`config.mk`:
```
export PLATFORM = sky130hd
export DESIGN_NAME = pipe_hazard_ctrl
export DESIGN_NICKNAME = d
export VERILOG_FILES = /design/src/rtl/pipe_hazard_ctrl.sv
export SDC_FILE = /design/constraint.sdc
export NUM_CORES = 1
export LEC_CHECK = 0
export BUFFER_PORTS_ARGS = -buffer_cell sky130_fd_sc_hd__buf_2
export CAP_MARGIN = 15
export CORE_MARGIN = 2
export CORE_UTILIZATION = 53
export CTS_CLUSTER_DIAMETER = 30
export DETAILED_ROUTE_END_ITERATION = 12
export GPL_TIMING_DRIVEN = 0
export PLACE_DENSITY = 0.77
export SYNTH_ARGS = -nofsm -noshare
export SYNTH_HDL_FRONTEND = slang
export SYNTH_SLANG_ARGS = --single-unit
```
`constraint.sdc`:
```
create_clock -name clk -period 3.6 [get_ports clk]
set_clock_uncertainty 0.15 [all_clocks]
set_input_delay 0.72 -clock clk [delete_from_list [all_inputs] [get_ports clk]]
set_output_delay 0.72 -clock clk [all_outputs]
set_load 0.01 [all_outputs]
```
`src/rtl/pipe_hazard_ctrl.sv`:
```
// Stall/flush/forwarding controller for a 5-stage RV32I pipeline.
// Tracks destination registers in EX/MEM/WB and resolves ID-stage source hazards.
module pipe_hazard_ctrl #(
    parameter int unsigned REG_NUM   = 32,
    parameter int unsigned CNT_WIDTH = 32
) (
    input  logic                       clk,
    input  logic                       rst,
    input  logic                       id_valid,
    input  logic                       rs1_re,
    input  logic [$clog2(REG_NUM)-1:0] rs1_addr,
    input  logic                       rs2_re,
    input  logic [$clog2(REG_NUM)-1:0] rs2_addr,
    input  logic                       rd_we,
    input  logic [$clog2(REG_NUM)-1:0] rd_addr,
    input  logic                       id_is_load,
    input  logic                       ex_busy,
    input  logic                       ex_redirect,
    output logic                       if_id_en,
    output logic                       id_ex_en,
    output logic                       if_id_flush,
    output logic                       id_ex_bubble,
    output logic                       ex_mem_bubble,
    output logic [1:0]                 fwd_rs1_sel,
    output logic [1:0]                 fwd_rs2_sel,
    output logic [CNT_WIDTH-1:0]       stall_cnt,
    output logic [CNT_WIDTH-1:0]       flush_cnt
);

    typedef enum logic [1:0] {
        ACT_NORMAL,
        ACT_LOAD_STALL,
        ACT_REDIRECT,
        ACT_BUSY
    } act_e;

    logic                       ex_v, ex_ld, mem_v, mem_ld, wb_v;
    logic [$clog2(REG_NUM)-1:0] ex_rd, mem_rd, wb_rd;

    logic rs1_act, rs2_act;
    logic ex_hit1, ex_hit2, mem_hit1, mem_hit2;
    logic load_stall;
    act_e act;

    // The register file bypasses WB writes itself, so the WB entry never feeds a decision.
    logic unused_sb;
    assign unused_sb = ^{wb_v, wb_rd, mem_ld};

    always_comb begin
        rs1_act    = id_valid && rs1_re && (rs1_addr != '0);
        rs2_act    = id_valid && rs2_re && (rs2_addr != '0);
        ex_hit1    = rs1_act && ex_v && (ex_rd == rs1_addr);
        ex_hit2    = rs2_act && ex_v && (ex_rd == rs2_addr);
        mem_hit1   = rs1_act && mem_v && (mem_rd == rs1_addr);
        mem_hit2   = rs2_act && mem_v && (mem_rd == rs2_addr);
        load_stall = ex_ld && (ex_hit1 || ex_hit2);

        if (rst)              act = ACT_NORMAL;
        else if (ex_busy)     act = ACT_BUSY;
        else if (ex_redirect) act = ACT_REDIRECT;
        else if (load_stall)  act = ACT_LOAD_STALL;
        else                  act = ACT_NORMAL;
    end

    always_comb begin
        if_id_en      = 1'b1;
        id_ex_en      = 1'b1;
        if_id_flush   = 1'b0;
        id_ex_bubble  = 1'b0;
        ex_mem_bubble = 1'b0;
        fwd_rs1_sel   = 2'd0;
        fwd_rs2_sel   = 2'd0;

        if (!rst) begin
            if (ex_hit1 && !ex_ld) fwd_rs1_sel = 2'd1;
            else if (mem_hit1)     fwd_rs1_sel = 2'd2;
            if (ex_hit2 && !ex_ld) fwd_rs2_sel = 2'd1;
            else if (mem_hit2)     fwd_rs2_sel = 2'd2;
        end

        case (act)
            ACT_BUSY: begin
                if_id_en      = 1'b0;
                id_ex_en      = 1'b0;
                ex_mem_bubble = 1'b1;
            end
            ACT_REDIRECT: begin
                if_id_flush  = 1'b1;
                id_ex_bubble = 1'b1;
            end
            ACT_LOAD_STALL: begin
                if_id_en     = 1'b0;
                id_ex_bubble = 1'b1;
            end
            default: ;
        endcase
    end

    always_ff @(posedge clk) begin
        if (rst) begin
            ex_v      <= 1'b0;
            ex_ld     <= 1'b0;
            ex_rd     <= '0;
            mem_v     <= 1'b0;
            mem_ld    <= 1'b0;
            mem_rd    <= '0;
            wb_v      <= 1'b0;
            wb_rd     <= '0;
            stall_cnt <= '0;
            flush_cnt <= '0;
        end else begin
            wb_v  <= mem_v;
            wb_rd <= mem_rd;
            if (act == ACT_BUSY) begin
                // EX holds its occupant; MEM drains into WB and is backfilled with a bubble.
                mem_v  <= 1'b0;
                mem_ld <= 1'b0;
                mem_rd <= '0;
            end else begin
                mem_v  <= ex_v;
                mem_ld <= ex_ld;
                mem_rd <= ex_rd;
                if (act == ACT_NORMAL) begin
                    ex_v  <= id_valid && rd_we && (rd_addr != '0);
                    ex_ld <= id_valid && rd_we && (rd_addr != '0) && id_is_load;
                    ex_rd <= rd_addr;
                end else begin
                    ex_v  <= 1'b0;
                    ex_ld <= 1'b0;
                    ex_rd <= '0;
                end
            end

            if (!if_id_en && (stall_cnt != '1))
                stall_cnt <= stall_cnt + CNT_WIDTH'(1);
            if ((act == ACT_REDIRECT) && (flush_cnt != '1))
                flush_cnt <= flush_cnt + CNT_WIDTH'(1);
        end
    end

endmodule

```
Word-level counts from Yosys, hierarchy flattened. Cells that the tools add are included. W data, S select, Z words.

Flip-flop bits (word level): 77. Bits of input ports: 24. Logic and storage cells: 65.

$add $sub $neg: 2. Equal/unequal tests: 9. Muxes and demuxes: 18. Reductions and logical operators: 29.

Operators with widths (count): $add A32 B1 Y32 const B (2); $ne A32 B32 Y1 const B (2); $eq A5 B5 Y1 (4); $logic_and A1 B1 Y1 (20); $mux W2 (9); $reduce_bool A5 Y1 (3); $mux W1 (8); $reduce_or A2 Y1 (3); $mux W5 (1); $eq A2 B2 Y1 const B (2); $eq A2 B1 Y1 const B (1); $logic_not A2 Y1 (1); $logic_not A1 Y1 (1); $logic_or A1 B1 Y1 (1).

Depth between registers and ports, before layout. Gate-level depths: netlist of run 1.

Word-level depth: 13. Mapped depth: 14.

Worst setup path before layout of run 1. OpenSTA, ideal clock, no wires.

Path kind: in2reg. Start: input rs2_addr[0]. End: register flush_cnt[16]. Arrival: 3217 ps. Setup slack: 162 ps. Stages on the path: 11. Path buffers: 0. Cells stage by stage: or4_1 -> o21ai_0 -> or3_1 -> a21oi_1 -> nor2_1 -> or2_2 -> ha_1 -> nand2_1 -> or3_1 -> or3_1 -> a21oi_1.

Longest elaborated chain between the ends: 12.

RTL lines: start: declaration (RTL line 13) `input logic [$clog2(REG_NUM)-1:0] rs2_addr,`; $reduce_bool A5 Y1 (RTL line 51) `rs2_act = id_valid && rs2_re && (rs2_addr != '0);`; $logic_and A1 B1 Y1 (RTL line 51); $logic_and A1 B1 Y1 (RTL line 53) `ex_hit2 = rs2_act && ex_v && (ex_rd == rs2_addr);`; $logic_and A1 B1 Y1 (*) (RTL line 53); $logic_or A1 B1 Y1 (*) (RTL line 56) `load_stall = ex_ld && (ex_hit1 || ex_hit2);`; $logic_and A1 B1 Y1 (*) (RTL line 56); $mux W1 (*) (RTL line 61) `else if (load_stall) act = ACT_LOAD_STALL;`; $mux W2 (*) (RTL line 60) `else if (ex_redirect) act = ACT_REDIRECT;`; $mux W2 (*) (RTL line 59) `else if (ex_busy) act = ACT_BUSY;`; $mux W2 (*) (RTL line 58) `if (rst) act = ACT_NORMAL;`; $eq A2 B2 Y1 (*) (RTL line 136) `if ((act == ACT_REDIRECT) && (flush_cnt != '1))`; $logic_and A1 B1 Y1 (*) (RTL line 136); end signal: assignment (RTL line 137) `flush_cnt <= flush_cnt + CNT_WIDTH'(1);`; end: declaration (RTL line 27) `output logic [CNT_WIDTH-1:0] flush_cnt`.

Every way passes the cells marked *; elsewhere a longest branch is shown, timed or not. A chain may end at the register's enable or synchronous reset.

Worst setup path in the final report of run 1.
Start: input rs1_addr[3]. End: output id_ex_en.

Longest elaborated chain between the ends: 12.

RTL lines: start: declaration (RTL line 11) `input logic [$clog2(REG_NUM)-1:0] rs1_addr,`; $reduce_bool A5 Y1 (RTL line 50) `rs1_act = id_valid && rs1_re && (rs1_addr != '0);`; $logic_and A1 B1 Y1 (RTL line 50); $logic_and A1 B1 Y1 (RTL line 52) `ex_hit1 = rs1_act && ex_v && (ex_rd == rs1_addr);`; $logic_and A1 B1 Y1 (*) (RTL line 52); $logic_or A1 B1 Y1 (*) (RTL line 56); $logic_and A1 B1 Y1 (*) (RTL line 56); $mux W1 (*) (RTL line 61); $mux W2 (*) (RTL line 60); $mux W2 (*) (RTL line 59); $mux W2 (*) (RTL line 58); $eq A2 B2 Y1 (*) (RTL line 81) `case (act)`; $mux W1 (*) (RTL line 81); end: declaration (RTL line 20) `output logic id_ex_en,`.

Marks and branches as above.

==> impl_metrics.py, run 1 <==
metrics = {
    "status": {
        "outcome": "finished clean",
    },
    "clocking": {
        "hold_buffers": 0,
        "cts_setup_buffers": 0,
        "htree_levels": 3,
        "cts-root-buf": "clkbuf_8",
        "worstSkewPairLatency_ns": 0.34,
        "max-clock-path-buffers": 2,
        "cts_tree": "done",
        "clk_pin_slew_ns": 0.08,
        "cts_buffers": 9,
        "cts.sinks": 77,
    },
    "floorplanning": {
        "design.core.area_um2": 7140,
        "die_x_um": 89.4,
        "die-area_um2": 7990,
        "rows": 31,
        "io_pins": 97,
        "start_util_pct": 54.2,
        "die_h_um": 89.4,
    },
    "timing": {
        "setup_viol": 0,
        "rsz0062_at_grt": "false",
        "min_period_over_period_pct": 95.6,
        "timing.fmax_ghz": 0.291,
        "finalHoldViolCount": 0,
        "setup_ws_ns": 0.160,
        "post-route-min-period_ns": 3.44,
        "max_slew_margin_pct": 61.7,
        "slew_viol_final": 0,
        "worst_pin_slew_ns": 0.570,
    },
    "power": {
        "pwr-share-seq_pct": 47.5,
        "powerDensity_nw_per_um2": 383,
        "p_leak_nw": 1.95,
        "peakVddDrop_mv": 0.232,
        "p_total_mw": 1.83,
        "switching_share_pct": 20.8,
        "p_comb_share_pct": 6.2,
        "internal_power_mw": 1.45,
        "power.switching_mw": 0.381,
        "clkPwrFrac_pct": 46.3,
    },
    "place": {
        "dpl_cell_area_um2": 4470,
        "io_buffer_count": 96,
        "hpwl_um": 6850,
        "placedCellCount": 648,
        "gp_congestion": 0.836,
        "pre_cts_slack_ns": -0.405,
    },
    "cells_and_area": {
        "final_area_um2": 4780,
        "final_cells": 662,
        "drive_gt1_share_pct": 24.3,
        "final_nets": 589,
        "antenna_cells": 0,
        "syn2layout_area_growth_pct": 23.8,
    },
    "setup_path": {
        "worstSetupPathType": "in2out",
        "arrival_ns": 2.57,
        "critPathLaunchType": "primary input",
        "cp_data_required_time_ns": 2.73,
        "critPathCaptureType": "primary output",
        "cp_max_fo": 9,
    },
    "drt": {
        "wl_um": 9140,
        "firstDrtPassIters": 4,
        "wl_per_cell_um": 13.8,
        "drcViolationCount": 0,
        "ant_nets": 0,
        "via_per_inst": 5.40,
        "drtIter0Drc": 179,
        "vias": 3577,
    },
    "synthesis": {
        "synth_cell_type_count": 42,
        "syn_area_per_cell_um2": 8.53,
        "synth_nets": 483,
        "synth_top_area_cell": "dfxtp_1",
        "synth_seq_cells": 77,
        "synth_top_area_share_pct": 39.9,
        "synth-seq-area-share_pct": 39.9,
        "synth_edf_count": 0,
        "async_reset_ff_share_pct": 0,
        "ys_top_cells_by_count": "77 x dfxtp_1, 77 x nor2_1, 42 x xor2_1, 36 x nand3_1, 34 x xnor2_1",
        "ys_top_cells_by_area": "dfxtp_1 40%, xor2_1 9.5%, xnor2_1 7.7%",
        "yosysWarningCount": 0,
        "ys.flop_type": "dfxtp_1",
        "syn_area_um2": 3860,
        "syn_inst": 453,
    },
    "run": {
        "maxCapViolCount": 0,
    },
    "global_routing": {
        "grt_max_degree": 13,
        "grt_pass1_wl_um": 14800,
        "grt_pass1_vias": 3275,
        "grt_usage_pct": 23.4,
        "grt_overflow": 0,
        "antenna_found_initial": 0,
    },
    "worst_hold_path": {
        "hp-class": "reg2reg",
    },
}
-- cell families (layout without fill, tap and decap cells) --
family | after synthesis | count (layout) | synth area share (%)
buf+inv | 24 | 134 | 2.43
simple gates | 240 | 240 | 33.4
flops | 77 | 77 | 39.9
compound gates | 30 | 30 | 5.15
xor+xnor | 76 | 76 | 17.2
fa+ha+maj | 6 | 6 | 1.94
-- through the flow --
step	TNS [ns]	hold WS [ns]	util (%)
2_1_floorplan	0	0.325	-
3_3_place_gp	-5.06	0.338	62.6
3_5_place_dp	-5.56	0.341	62.6
4_1_cts	0	0.355	66.5
5_1_grt	0	0.385	67.0
6_report	0	0.355	67.0
-- repair_timing --
action	in CTS	in global routing
pin swaps	0	0
resized for setup	4	9
endpoints found under the setup margin	4	19
hold endpoints to repair	0	0
-- metal layers --
| metal | wire, um | vias to the layer above | GRT usage, % |
|---|---|---|---|
| met2 | 4420 | 105 | 38.7 |
| li1 | - | 1775 | - |
| met3 | 559 | 10 | 6.93 |
| met4 | 104 | 0 | 6.65 |
| met5 | 0 | - | 0 |
| met1 | 4050 | 1687 | 29.8 |
-- flip-flops by register name, indices dropped and copies added (netlist names) --
register	count
ex_v	1
ex_ld	1
flush_cnt	32
stall_cnt	32
mem_v	1
ex_rd	5
mem_rd	5
-- cells in the final DEF (no fill, tap or decap), types with 5 or more instances in the layout --
master    count
and2_1       10
o21ai_0       5
nor3b_1       9
dfxtp_1      77
clkbuf_1     10
and3_1       12
nand3_1      36
a21oi_1      10
nand4_1      24
nor3_1       10
xor2_1       42
inv_1         9
or3_1         6
clkbuf_8     10
nand2_1      25
xnor2_1      33
nor2_1       77
buf_2        98
a22oi_1       6
-- worst max-delay path, cell delays in order --
cell     delay [ns]
buf_2          0.12
xnor2_1        0.15
nand4_1        0.10
or3_4          0.42
a21oi_4        0.18
nor2_1         0.08
or2_2          0.31
inv_2          0.10
ha_4           0.19
inv_1          0.06
buf_2          0.13
-- final cells by class --
type / instances / area [um2]
Fill cell: 628 / 2350
Multi-Input combinational cell: 352 / 2290
Sequential cell: 77 / 1540
Timing Repair Buffer: 96 / 480
Clock buffer: 11 / 141
Tap cell: 99 / 124
Clock inverter: 4 / 120
Buffer: 12 / 47.5
Inverter: 11 / 42.5
-- final timing paths --
kind                                end  cells after the start                       start  slack (ns)
max reg2reg  flush_cnt[18]$_SDFFE_PP0P_                     12       ex_rd[2]$_SDFFE_PP0P_        0.63
min          stall_cnt[29]$_SDFFE_PP0P_                      2  stall_cnt[29]$_SDFFE_PP0P_        0.35
min reg2reg  stall_cnt[29]$_SDFFE_PP0P_                      2  stall_cnt[29]$_SDFFE_PP0P_        0.35
max                            id_ex_en                     11                 rs1_addr[3]        0.16
-- power by group through the flow --
stage | Combinational, mW | Clock (mW) | Sequential [mW]
after global routing | 0.124 | 0.905 | 0.873
after detailed placement | 0.109 | 0 | 0.891
after floorplan | 0.0646 | 0 | 0.889
after CTS | 0.110 | 0.867 | 0.871
final | 0.113 | 0.850 | 0.872
after global placement | 0.105 | 0 | 0.891
Note: power is estimated with default switching activity, not from simulation.
==> inputs of run 2 (changes only) <==
Settings changed: PLACE_DENSITY 0.77 to 0.82.
==> run 2 against run 1 <==
- first-iteration DRC count up 10%
- worst hold slack better by 0.0096 ns
- largest cell class unchanged
- global-route usage up 0.071 points
- largest power group unchanged
==> impl_metrics.py, run 2 (synthesis results as in run 1) <==
metrics = {
    "cells_and_area": {
        "fillers": 588,
        "reg.largest.list": "flush_cnt x32, stall_cnt x32",
        "multi_input_area_um2": 2280,
        "final_nets": 589,
        "final_area_um2": 4710,
        "fin_util_pct": 66.0,
        "layout_common_cells": "98 x buf_2, 77 x nor2_1, 77 x dfxtp_1",
        "syn2layout_area_growth_pct": 21.9,
        "drive_gt1_share_pct": 24.1,
        "final_common_cell": "buf_2",
        "antenna_cells": 0,
        "register_area_um2": 1540,
    },
    "clocking": {
        "hold_buffers": 0,
        "cts_tree": "done",
        "max-clock-path-buffers": 2,
        "cts-root-buf": "clkbuf_8",
        "htree_levels": 3,
        "clk_pin_slew_ns": 0.08,
        "cts_buffers": 9,
        "worstSkewPairLatency_ns": 0.36,
        "cts.sinks": 77,
    },
    "global_routing": {
        "global_route.usage.met3_pct": 5.26,
        "use_met1_pct": 29.0,
        "grt_pass1_vias": 3296,
        "antenna_found_initial": 0,
        "grt.busiest_layer": "met2",
        "grt_usage_pct": 23.5,
        "grt_overflow": 0,
        "grt_util_met2_pct": 39.4,
        "grt_max_degree": 14,
        "grt_pass1_wl_um": 14700,
    },
    "run": {
        "maxCapViolCount": 0,
    },
    "drt": {
        "drcViolationCount": 0,
        "vias": 3551,
        "wl_per_cell_um": 13.6,
        "firstDrtPassIters": 4,
        "via_per_inst": 5.36,
        "wl_um": 9000,
        "drtIter0Drc": 197,
        "ant_nets": 0,
    },
    "status": {
        "outcome": "finished clean",
    },
    "floorplanning": {
        "die_h_um": 89.4,
        "die_x_um": 89.4,
        "io_pins": 97,
        "rows": 31,
        "design.core.area_um2": 7140,
        "start_util_pct": 54.2,
        "die-area_um2": 7990,
    },
    "power": {
        "pwr-share-seq_pct": 53.0,
        "internal_power_mw": 1.24,
        "p_total_mw": 1.64,
        "p_comb_share_pct": 6.8,
        "power.switching_mw": 0.403,
        "p_leak_nw": 1.91,
        "powerDensity_nw_per_um2": 349,
        "switching_share_pct": 24.5,
        "peakVddDrop_mv": 0.270,
        "clkPwrFrac_pct": 40.2,
    },
    "setup_path": {
        "crit_path_cell_trace": "buf_2 -> xnor2_1 -> nand4_1 -> or3_4 -> a21oi_4 -> nor2_1 -> or2_2 -> inv_1 -> ha_4 -> inv_1 -> buf_2",
        "critPathCaptureType": "primary output",
        "worstSetupPathType": "in2out",
        "cp_max_fo": 9,
        "cp_data_required_time_ns": 2.73,
        "cpMaxStageDelayCell": "or3_4",
        "critPathLaunchType": "primary input",
        "arrival_ns": 2.66,
        "slowest_delay_ns": 0.42,
    },
    "timing": {
        "setup_viol": 0,
        "rsz0062_at_grt": "false",
        "timing.fmax_ghz": 0.283,
        "slew_viol_final": 0,
        "post-route-min-period_ns": 3.53,
        "min_period_over_period_pct": 98.0,
        "worst_pin_slew_ns": 0.579,
        "finalHoldViolCount": 0,
        "max_slew_margin_pct": 61.1,
    },
    "worst_hold_path": {
        "hp-class": "reg2reg",
    },
    "place": {
        "gp_congestion": 0.865,
        "dpl_cell_area_um2": 4470,
        "io_buffer_count": 96,
        "hpwl_um": 6850,
    },
}
-- run 2: final timing paths --
check | startpoint | slack (ns) | to | cells past startpoint
max | rs1_addr[1] | 0.07 | id_ex_en | 11
min | stall_cnt[31]$_SDFFE_PP0P_ | 0.36 | stall_cnt[31]$_SDFFE_PP0P_ | 2
max reg2reg | ex_rd[1]$_SDFFE_PP0P_ | 0.56 | flush_cnt[18]$_SDFFE_PP0P_ | 12
min reg2reg | stall_cnt[31]$_SDFFE_PP0P_ | 0.36 | stall_cnt[31]$_SDFFE_PP0P_ | 2
-- run 2: worst max-delay path, delay by kind of cell --
kind	cells	cell delay (ns)
xor gates and xnor gates	1	0.17
AOI/OAI and AO/OA	1	0.18
and+or+nand+nor	4	0.92
adders and majority gates	1	0.21
buffers and inverters	4	0.46
-- run 2: power by group through the flow --
stage                     clock network (mW)  registers (mW)  logic (mW)
final                                  0.662           0.871       0.112
after global routing                   0.710           0.873       0.123
after CTS                              0.674           0.871       0.110
after detailed placement                   0           0.891       0.109
after global placement                     0           0.891       0.105
after floorplan                            0           0.889      0.0646
-- run 2: layout make-up --
cell class,instances,area share [%]
Buffer,12,1.01
Clock buffer,10,2.92
Clock inverter,6,1.33
Inverter,11,0.903
Multi-Input combinational cell,352,48.3
Sequential cell,77,32.7
Tap cell,99,2.63
Timing Repair Buffer,96,10.2
-- run 2: routing by layer --
layer,share of wire [%],wire (um),vias to the layer above
li1,-,-,1768
met5,0,0,-
met1,44,4000,1675
met3,5.3,473,10
met4,1.6,145,0
met2,49,4390,98
-- run 2: stage by stage --
stage	hold WS (ns)	TNS [ns]	worst slack [ns]	std cells
6_report	0.364	0	0.0726	663
5_1_grt	0.404	0	0.0114	663
4_1_cts	0.359	0	0.0326	663
3_5_place_dp	0.348	-6.55	-0.392	648
3_3_place_gp	0.342	-5.27	-0.369	648
2_1_floorplan	0.325	0	0.162	453
-- run 2: timing repair --
| action | 4_1_cts | 5_1_grt |
|---|---|---|
| resized for setup | 5 | 5 |
| setup buffers | 0 | 0 |
| endpoints found under the setup margin | 7 | 9 |
==> inputs of run 3 (changes only) <==
Settings changed: RECOVER_POWER set to 50.
==> run 3 against run 2 <==
- sequential power about the same
- non-clock buffer count did not move
- wire length grew 1.1%
- clock power hardly changed
- count of clock-buffer cells in the layout stayed put
- flip-flop and latch count did not move
- fmax up 0.15%
- critical path depth did not move
- via count rose by 0.45%
- power about the same
- core utilization down 1.6 points
==> impl_metrics.py, run 3 (synthesis results as in run 1) <==
metrics = {
    "status": {
        "outcome": "finished clean",
    },
    "setup_path": {
        "r2r_start": "ex_rd[1]$_SDFFE_PP0P_",
        "critPathTopFamily": "simple AND/OR/NAND/NOR gates",
        "critPathCaptureType": "primary output",
        "worstSetupPathType": "in2out",
        "arrival_ns": 2.65,
        "path_buf_inv": 4,
        "startpoint": "rs1_addr[1]",
        "cpMaxStageDelayCell": "or3_4",
        "slowest_delay_ns": 0.42,
        "critPathLaunchType": "primary input",
        "cp_max_fo": 9,
        "reg2reg_slack_ns": 0.56,
        "cp_data_required_time_ns": 2.73,
        "crit_path_cell_trace": "buf_2 -> xnor2_1 -> nand4_1 -> or3_4 -> a21oi_4 -> nor2_1 -> or2_2 -> inv_1 -> ha_4 -> inv_1 -> buf_2",
    },
    "clocking": {
        "cts-root-buf": "clkbuf_8",
        "clk_pin_slew_ns": 0.08,
        "max-clock-path-buffers": 2,
        "htree_levels": 3,
        "cts_tree": "done",
        "cts.sinks": 77,
        "worstSkewPairLatency_ns": 0.36,
        "cts_buffers": 9,
    },
    "power": {
        "p_leak_nw": 1.61,
        "peakVddDrop_mv": 0.270,
        "p_total_mw": 1.64,
        "pwr-share-seq_pct": 53.0,
        "clkPwrFrac_pct": 40.3,
        "internal_power_mw": 1.24,
        "switching_share_pct": 24.5,
        "power.switching_mw": 0.404,
        "p_comb_share_pct": 6.7,
        "powerDensity_nw_per_um2": 358,
    },
    "cells_and_area": {
        "multi_input_area_um2": 2240,
        "reg.largest.list": "flush_cnt x32, stall_cnt x32",
        "syn2layout_area_growth_pct": 18.9,
        "final_nets": 589,
        "final_area_um2": 4600,
        "fin_util_pct": 64.4,
        "fillers": 628,
        "drive_gt1_share_pct": 12.1,
        "register_area_um2": 1540,
        "layout_common_cells": "77 x nor2_1, 77 x dfxtp_1, 73 x clkbuf_1",
        "antenna_cells": 0,
    },
    "floorplanning": {
        "io_pins": 97,
        "rows": 31,
        "die-area_um2": 7990,
        "die_h_um": 89.4,
        "design.core.area_um2": 7140,
        "die_x_um": 89.4,
        "start_util_pct": 54.2,
    },
    "timing": {
        "setup_viol": 0,
        "worst_pin_slew_ns": 0.582,
        "min_period_over_period_pct": 97.8,
        "rsz0062_at_grt": "false",
        "slew_viol_final": 0,
        "post-route-min-period_ns": 3.52,
        "max_slew_margin_pct": 60.9,
        "timing.fmax_ghz": 0.284,
        "finalHoldViolCount": 0,
        "setup_ws_ns": 0.0778,
    },
    "global_routing": {
        "grt_usage_pct": 23.5,
        "grt_pass1_wl_um": 14700,
        "grt_pass1_vias": 3296,
        "antenna_found_initial": 0,
        "grt_overflow": 0,
        "grt_max_degree": 14,
    },
    "drt": {
        "firstDrtPassIters": 4,
        "wl_per_cell_um": 13.7,
        "drcViolationCount": 0,
        "drtIter0Drc": 172,
        "via_per_inst": 5.38,
        "ant_nets": 0,
        "wl_um": 9100,
        "vias": 3567,
    },
    "place": {
        "pre_cts_slack_ns": -0.392,
        "dpl_cell_area_um2": 4470,
        "io_buffer_count": 96,
        "hpwl_um": 6850,
        "gp_congestion": 0.865,
    },
    "worst_hold_path": {
        "worstHoldStart": "stall_cnt[29]$_SDFFE_PP0P_",
        "hp-class": "reg2reg",
    },
    "run": {
        "maxCapViolCount": 0,
    },
}
==> run 3: layout make-up <==
class	instances	area share, %
tap	99	2.69
multi-input combinational	352	48.7
sequential	77	33.5
clock inverter	6	1.36
buffer	12	1.03
timing repair buffer	96	8.71
inverter	11	0.925
clock buffer	10	2.99
==> run 3: power groups by stage <==
| stage | sequential (mW) | clock [mW] | combinational (mW) |
|---|---|---|---|
| 6_report | 0.871 | 0.663 | 0.111 |
| 4_1_cts | 0.871 | 0.674 | 0.110 |
| 2_1_floorplan | 0.889 | 0 | 0.0646 |
| 3_5_place_dp | 0.891 | 0 | 0.109 |
| 5_1_grt | 0.873 | 0.710 | 0.122 |
| 3_3_place_gp | 0.891 | 0 | 0.105 |
==> run 3: worst paths after layout <==
| kind | endpoint | cells after the start |
|---|---|---|
| min | stall_cnt[29]$_SDFFE_PP0P_ | 2 |
| max | id_ex_en | 11 |
| min reg2reg | stall_cnt[29]$_SDFFE_PP0P_ | 2 |
| max reg2reg | flush_cnt[18]$_SDFFE_PP0P_ | 12 |
==> run 3: repair_timing <==
action,4_1_cts,5_1_grt
gates resized for setup,5,5
setup endpoints to repair,7,9
buffers inserted,0,0
hold buffers,0,0
pin swaps,0,0
==> run 3: routing by layer <==
metal	vias to the layer above	track usage [%]	wire, um	part of all wire, %
li1	1770	-	-	-
met2	99	39.4	4410	49
met4	0	10.2	133	1.5
met1	1687	29.0	4070	45
met3	11	5.26	482	5.3
met5	-	0	0	0
==> run 3: through the flow <==
stage | std cells | setup TNS [ns] | hold slack, ns
2_1_floorplan | 453 | 0 | 0.325
3_3_place_gp | 648 | -5.27 | 0.342
3_5_place_dp | 648 | -6.55 | 0.348
4_1_cts | 663 | 0 | 0.359
5_1_grt | 663 | 0 | 0.405
6_report | 663 | 0 | 0.366
==> run 3: tightest hold or removal path, cell delays in order (launching register included) <==
cell and delay, ns:
dfxtp_1 0.34, o21ai_0 0.08, a21oi_1 0.06
